**src/rtl/instr_fetch_if.sv**
```systemverilog
// Instruction-memory fetch bus: request/address from fetch, ready/data back from memory.
interface instr_fetch_if #(
  parameter int unsigned PC_W    = 16,
  parameter int unsigned INSTR_W = 16
);
  logic               imem_req;
  logic [PC_W-1:0]    imem_addr;
  logic               imem_ready;
  logic [INSTR_W-1:0] imem_rdata;

  modport master (output imem_req, imem_addr, input imem_ready, imem_rdata);
  modport slave  (input imem_req, imem_addr, output imem_ready, imem_rdata);
endinterface

```
**src/rtl/instr_fetch.sv**
```systemverilog
// Instruction fetch stage: sequences the PC, fetches over a req/ready bus and
// presents one instruction per cycle to decode, honouring redirect, stall and halt.
module instr_fetch #(
  parameter int unsigned   PC_W     = 16,
  parameter int unsigned   INSTR_W  = 16,
  parameter logic [PC_W-1:0] RESET_PC = '0
) (
  input  logic               clk,
  input  logic               rst_n,
  instr_fetch_if.master      imem,
  input  logic               stall,
  input  logic               redirect,
  input  logic [PC_W-1:0]    redirect_pc,
  input  logic               halt_sys,
  output logic               instr_valid,
  output logic [INSTR_W-1:0] instr,
  output logic [3:0]         opcode,
  output logic [3:0]         func,
  output logic [PC_W-1:0]    instr_pc,
  output logic               halted
);

  localparam logic [PC_W-1:0] PC_STEP  = PC_W'(2);
  localparam logic [PC_W-1:0] HALF_MSK = ~PC_W'(1);

  typedef enum logic [1:0] {START, RUN, HALTED} state_t;

  state_t          state;
  logic [PC_W-1:0] pc;
  logic            slot_free_c;
  logic            fetch_c;

  assign slot_free_c = !instr_valid || !stall;

  // Request is combinational so decode back-pressure and redirects act in the same cycle.
  always_comb begin
    fetch_c = 1'b0;
    if (state == RUN) begin
      fetch_c = slot_free_c && !redirect && !halt_sys;
    end
  end

  assign imem.imem_req  = fetch_c;
  assign imem.imem_addr = pc;
  assign opcode         = instr[INSTR_W-1 -: 4];
  assign func           = instr[3:0];

  always_ff @(posedge clk or negedge rst_n) begin
    if (!rst_n) begin
      state       <= START;
      pc          <= RESET_PC & HALF_MSK;
      instr       <= '0;
      instr_pc    <= '0;
      instr_valid <= 1'b0;
      halted      <= 1'b0;
    end else begin
      case (state)
        START: state <= RUN;
        RUN: begin
          if (halt_sys) begin
            // Freeze with pc/instr intact; the halting instruction is never replaced.
            state       <= HALTED;
            halted      <= 1'b1;
            instr_valid <= 1'b0;
          end else if (redirect) begin
            pc          <= redirect_pc & HALF_MSK;
            instr_valid <= 1'b0;
          end else if (slot_free_c) begin
            if (imem.imem_ready) begin
              instr       <= imem.imem_rdata;
              instr_pc    <= pc;
              instr_valid <= 1'b1;
              pc          <= pc + PC_STEP;
            end else begin
              instr_valid <= 1'b0;
            end
          end
        end
        HALTED: begin
          halted      <= 1'b1;
          instr_valid <= 1'b0;
        end
        default: state <= START;
      endcase
    end
  end

endmodule

```
**src/flat_wrapper.sv**
```systemverilog
// flat-port wrapper written by rule: the top's interface ports become plain ports
module instr_fetch_flat 
#(
  parameter int unsigned   PC_W     = 16,
  parameter int unsigned   INSTR_W  = 16,
  parameter logic [PC_W-1:0] RESET_PC = '0
)
  (clk, rst_n, stall, redirect, redirect_pc, halt_sys, instr_valid, instr, opcode, func, instr_pc, halted, imem_imem_req, imem_imem_addr, imem_imem_ready, imem_imem_rdata);
  instr_fetch_if #(.PC_W(PC_W), .INSTR_W(INSTR_W)) imem_i ();
  input  logic clk;
  input  logic rst_n;
  input  logic stall;
  input  logic redirect;
  input  logic [PC_W-1:0] redirect_pc;
  input  logic halt_sys;
  output logic instr_valid;
  output logic [INSTR_W-1:0] instr;
  output logic [3:0] opcode;
  output logic [3:0] func;
  output logic [PC_W-1:0] instr_pc;
  output logic halted;
  output wire logic [$bits(imem_i.imem_req)-1:0] imem_imem_req;
  output wire logic [$bits(imem_i.imem_addr)-1:0] imem_imem_addr;
  input wire logic [$bits(imem_i.imem_ready)-1:0] imem_imem_ready;
  input wire logic [$bits(imem_i.imem_rdata)-1:0] imem_imem_rdata;
  assign imem_imem_req = imem_i.imem_req;
  assign imem_imem_addr = imem_i.imem_addr;
  assign imem_i.imem_ready = imem_imem_ready;
  assign imem_i.imem_rdata = imem_imem_rdata;
  instr_fetch #(.PC_W(PC_W), .INSTR_W(INSTR_W), .RESET_PC(RESET_PC)) u_core (.clk(clk), .rst_n(rst_n), .imem(imem_i), .stall(stall), .redirect(redirect), .redirect_pc(redirect_pc), .halt_sys(halt_sys), .instr_valid(instr_valid), .instr(instr), .opcode(opcode), .func(func), .instr_pc(instr_pc), .halted(halted));
endmodule
```
**config.mk**
```make
export PLATFORM = sky130hd
export DESIGN_NAME = instr_fetch_flat
export DESIGN_NICKNAME = d
export VERILOG_FILES = /design/src/rtl/instr_fetch_if.sv /design/src/rtl/instr_fetch.sv /design/src/flat_wrapper.sv
export SDC_FILE = /design/constraint.sdc
export NUM_CORES = 1
export LEC_CHECK = 0
export CAP_MARGIN = 20
export CORE_MARGIN = 2
export CORE_UTILIZATION = 44
export CTS_CLUSTER_DIAMETER = 150
export DETAILED_ROUTE_END_ITERATION = 8
export GPL_TIMING_DRIVEN = 0
export PLACE_DENSITY = 0.8
export SETUP_SLACK_MARGIN = 0.02
export SYNTH_ARGS = -nofsm -noshare
export SYNTH_HDL_FRONTEND = slang
export SYNTH_SLANG_ARGS = --single-unit
```
**constraint.sdc**
```tcl
create_clock -name clk -period 2.6 [get_ports clk]
set_clock_uncertainty 0.2 [all_clocks]
set_input_delay 0.52 -clock clk [delete_from_list [all_inputs] [get_ports clk]]
set_output_delay 0.52 -clock clk [all_outputs]
set_load 0.02 [all_outputs]
```
==> run metrics <==
Max VDD drop=559 uV; Post-synth EDFFs=0; crit path kind=in2out; die width=80.7 um; final wirelength=6780 um; first drt pass iteration count=4; mapped cell area=2590 um^2; first-pass GRT wire length=11000 um; Worst Setup Start Kind=input pin; Post-synth top flop=dfrtp_1; clock buffer count from CTS=5; most frequent cells in the layout=95 x nand2_1, 90 x clkdlybuf4s50_1, 50 x dfrtp_1, 12 x nand3_1, 11 x buf_4; Final min period=2.44 ns; Crit path arrival time=1.72 ns; Hold WS=0.282 ns; core area=5610 um^2; # nets final=425; Combinational Power Share=0.548; WP data required=1.88 ns; Reg2Reg Capture Point=u_core.imem.imem_addr[14]; CTS root buffer=clkbuf_8; Ys Warns=0; Num Clock Sinks=50; unrepaired setup endpoints after global routing=no; R2R Setup Slk=0.53 ns; Cells on Worst Hold Path=2; leak pwr=1.66 nW; sw frac=0.426; post-DP HPWL=4960 um; ranking of synthesized cells by area=dfrtp_1 48%, nand2_1 14%, nor4_4 3.3%, buf_4 3.2%, buf_6 3.0%; DRT antenna net count=0; Fmax achieved=410 MHz; ys async rst share=1.00; vias per inst=5.17; most common cell after layout, fill and taps aside=nand2_1; HP Class=reg2reg; Switch Pwr=1.79 mW; Core Rows=27; vias in the first global route=2335; CTS tree=built; MaxCap Viol Count=0; # IOs=97; number of remaining DRC errors=0; Non-Filler Instances=456; Synth top area share=0.483; clk_lat worst skew=0.31 ns; Hold Vio Cnt, Final=0; register area share after synthesis=0.483; vias=2359; hold endpoint=u_core.instr_pc[3]; CP max FO=5; wire per inst=14.9 um; crit end category=output pin; Starting Density=0.462; placed insts=447; largest net degree at the start of global routing=39; H-tree depth=2; sequential cell fraction of total power=0.341; relative slew slack=0.647; share of layout cells above drive strength 1=0.125; Power Dens Cells=1130 nW/um^2; ANT cells=0; synthesized netlist cell count=280; Reg2Reg Depth=6; Pint=2.41 mW; hold_sp=u_core.instr_pc[3]; Clock Pin Slew Worst Setup and Hold Paths=0.09 ns; post-CTS setup buffers=0; Die Y=80.7 um; Tcrit/Tclk final=0.937; clock tree buffer depth=2; grt total ovfl=0; post-synth top area cell=dfrtp_1; Total GRT Usage=0.216; #FFs+latches synth=50; outcome=complete, no violations; port bufs=93; Iter 0 DRT Violations=109; GP Congestion=0.802; final setup violation count=0; Worst R2R Start=u_core.state[1]; syn avg cell area=9.25 um^2; clock share of power=0.111; Die ar.=6520 um^2; Area Overhead vs Synth=43.7%; initial antenna violation count=0; Worst Tran Pin Value=0.530 ns; Slew Limit Fails=0; Yosys cell types=44
-- flip-flops by register name (all words and copies together), names as in the netlist --
| name | count |
|---|---|
| u_core.halted | 1 |
| u_core.imem.imem_addr | 15 |
| u_core.instr | 16 |
| u_core.instr_pc | 15 |
| u_core.instr_valid | 1 |
| u_core.state | 2 |
-- power groups by stage --
| stage | clock [mW] | sequential (mW) | combinational, mW |
|---|---|---|---|
| floorplan | 0 | 1.81 | 0.875 |
| global placement | 0 | 1.43 | 2.26 |
| detailed placement | 0 | 1.45 | 2.31 |
| CTS | 0.473 | 1.43 | 2.32 |
| global route | 0.504 | 1.48 | 2.49 |
| finish | 0.465 | 1.43 | 2.30 |
-- stage by stage --
stage / area, um^2 / TNS [ns] / worst slack (ns) / power [mW] / util
4_1_cts: 3730 / 0 / 0.0520 / 4.22 / 0.665
6_report: 3720 / 0 / 0.163 / 4.20 / 0.664
5_1_grt: 3720 / 0 / 0.0702 / 4.48 / 0.664
2_1_floorplan: 2590 / 0 / 0.511 / 2.69 / -
3_5_place_dp: 3630 / -0.348 / -0.348 / 3.76 / 0.647
3_3_place_gp: 3620 / -36.00 / -0.715 / 3.69 / 0.645
-- worst max-delay path, cell delays in order --
cell	delay, ns
clkdlybuf4s50_1	0.48
or3b_4	0.43
a21oi_1	0.12
buf_2	0.17
-- final cells by class --
type | count | area, um^2
buffer | 23 | 183
clock buffer | 5 | 68.8
clock inverter | 3 | 21.3
fill | 473 | 1880
inverter | 9 | 33.8
multi-input combinational | 199 | 1130
sequential | 50 | 1250
tap | 72 | 90.1
timing repair buffer | 95 | 950
-- how the worst max path moves through the flow --
stage / startpoint / to / cells after the start
global route: u_core.state[1] / imem_imem_req / 5
detailed placement: redirect / imem_imem_req / 4
floorplan: u_core.state[1] / imem_imem_req / 4
CTS: u_core.state[1] / imem_imem_req / 5
finish: halt_sys / imem_imem_req / 4
global placement: rst_n / u_core.state[0] / 1
-- what timing repair did --
item | 4_1_cts | 5_1_grt
hold buffers | 1 | 0
resized for setup | 4 | 1
hold endpoints to repair | 12 | 0
endpoints found under the setup margin | 1 | 1
gates cloned | 0 | 0
-- Yosys cell counts, types with 3 or more instances --
master	n
nand2_1	95
nand3_1	12
a22oi_1	7
o21ai_2	3
buf_6	7
nor3_1	9
buf_4	11
inv_1	8
o22ai_1	4
dfrtp_1	50
a21oi_1	8
nor2_1	7
ha_1	4
o21ai_0	9
nor4_4	4
mux2i_1	5
clkbuf_1	3
-- routing by layer --
layer / part of all wire / vias up / global-route usage
li1: - / 1144 / -
met1: 0.45 / 1119 / 0.277
met2: 0.47 / 90 / 0.368
met3: 0.075 / 6 / 0.0533
met4: 0.0096 / 0 / 0.0576
met5: 0 / - / 0
-- kinds of logic after synthesis --
group / count (synthesis) / synth area share
multiplexers: 5 / 0.0193
adder cells (fa/ha/maj): 4 / 0.0193
other: 1 / 0.00145
AO/OA/AOI/OAI: 46 / 0.120
AND/OR/NAND/NOR: 142 / 0.273
flip-flops: 50 / 0.483
buffers and inverters: 32 / 0.0835
No activity file was read; power rests on OpenSTA's default activity.
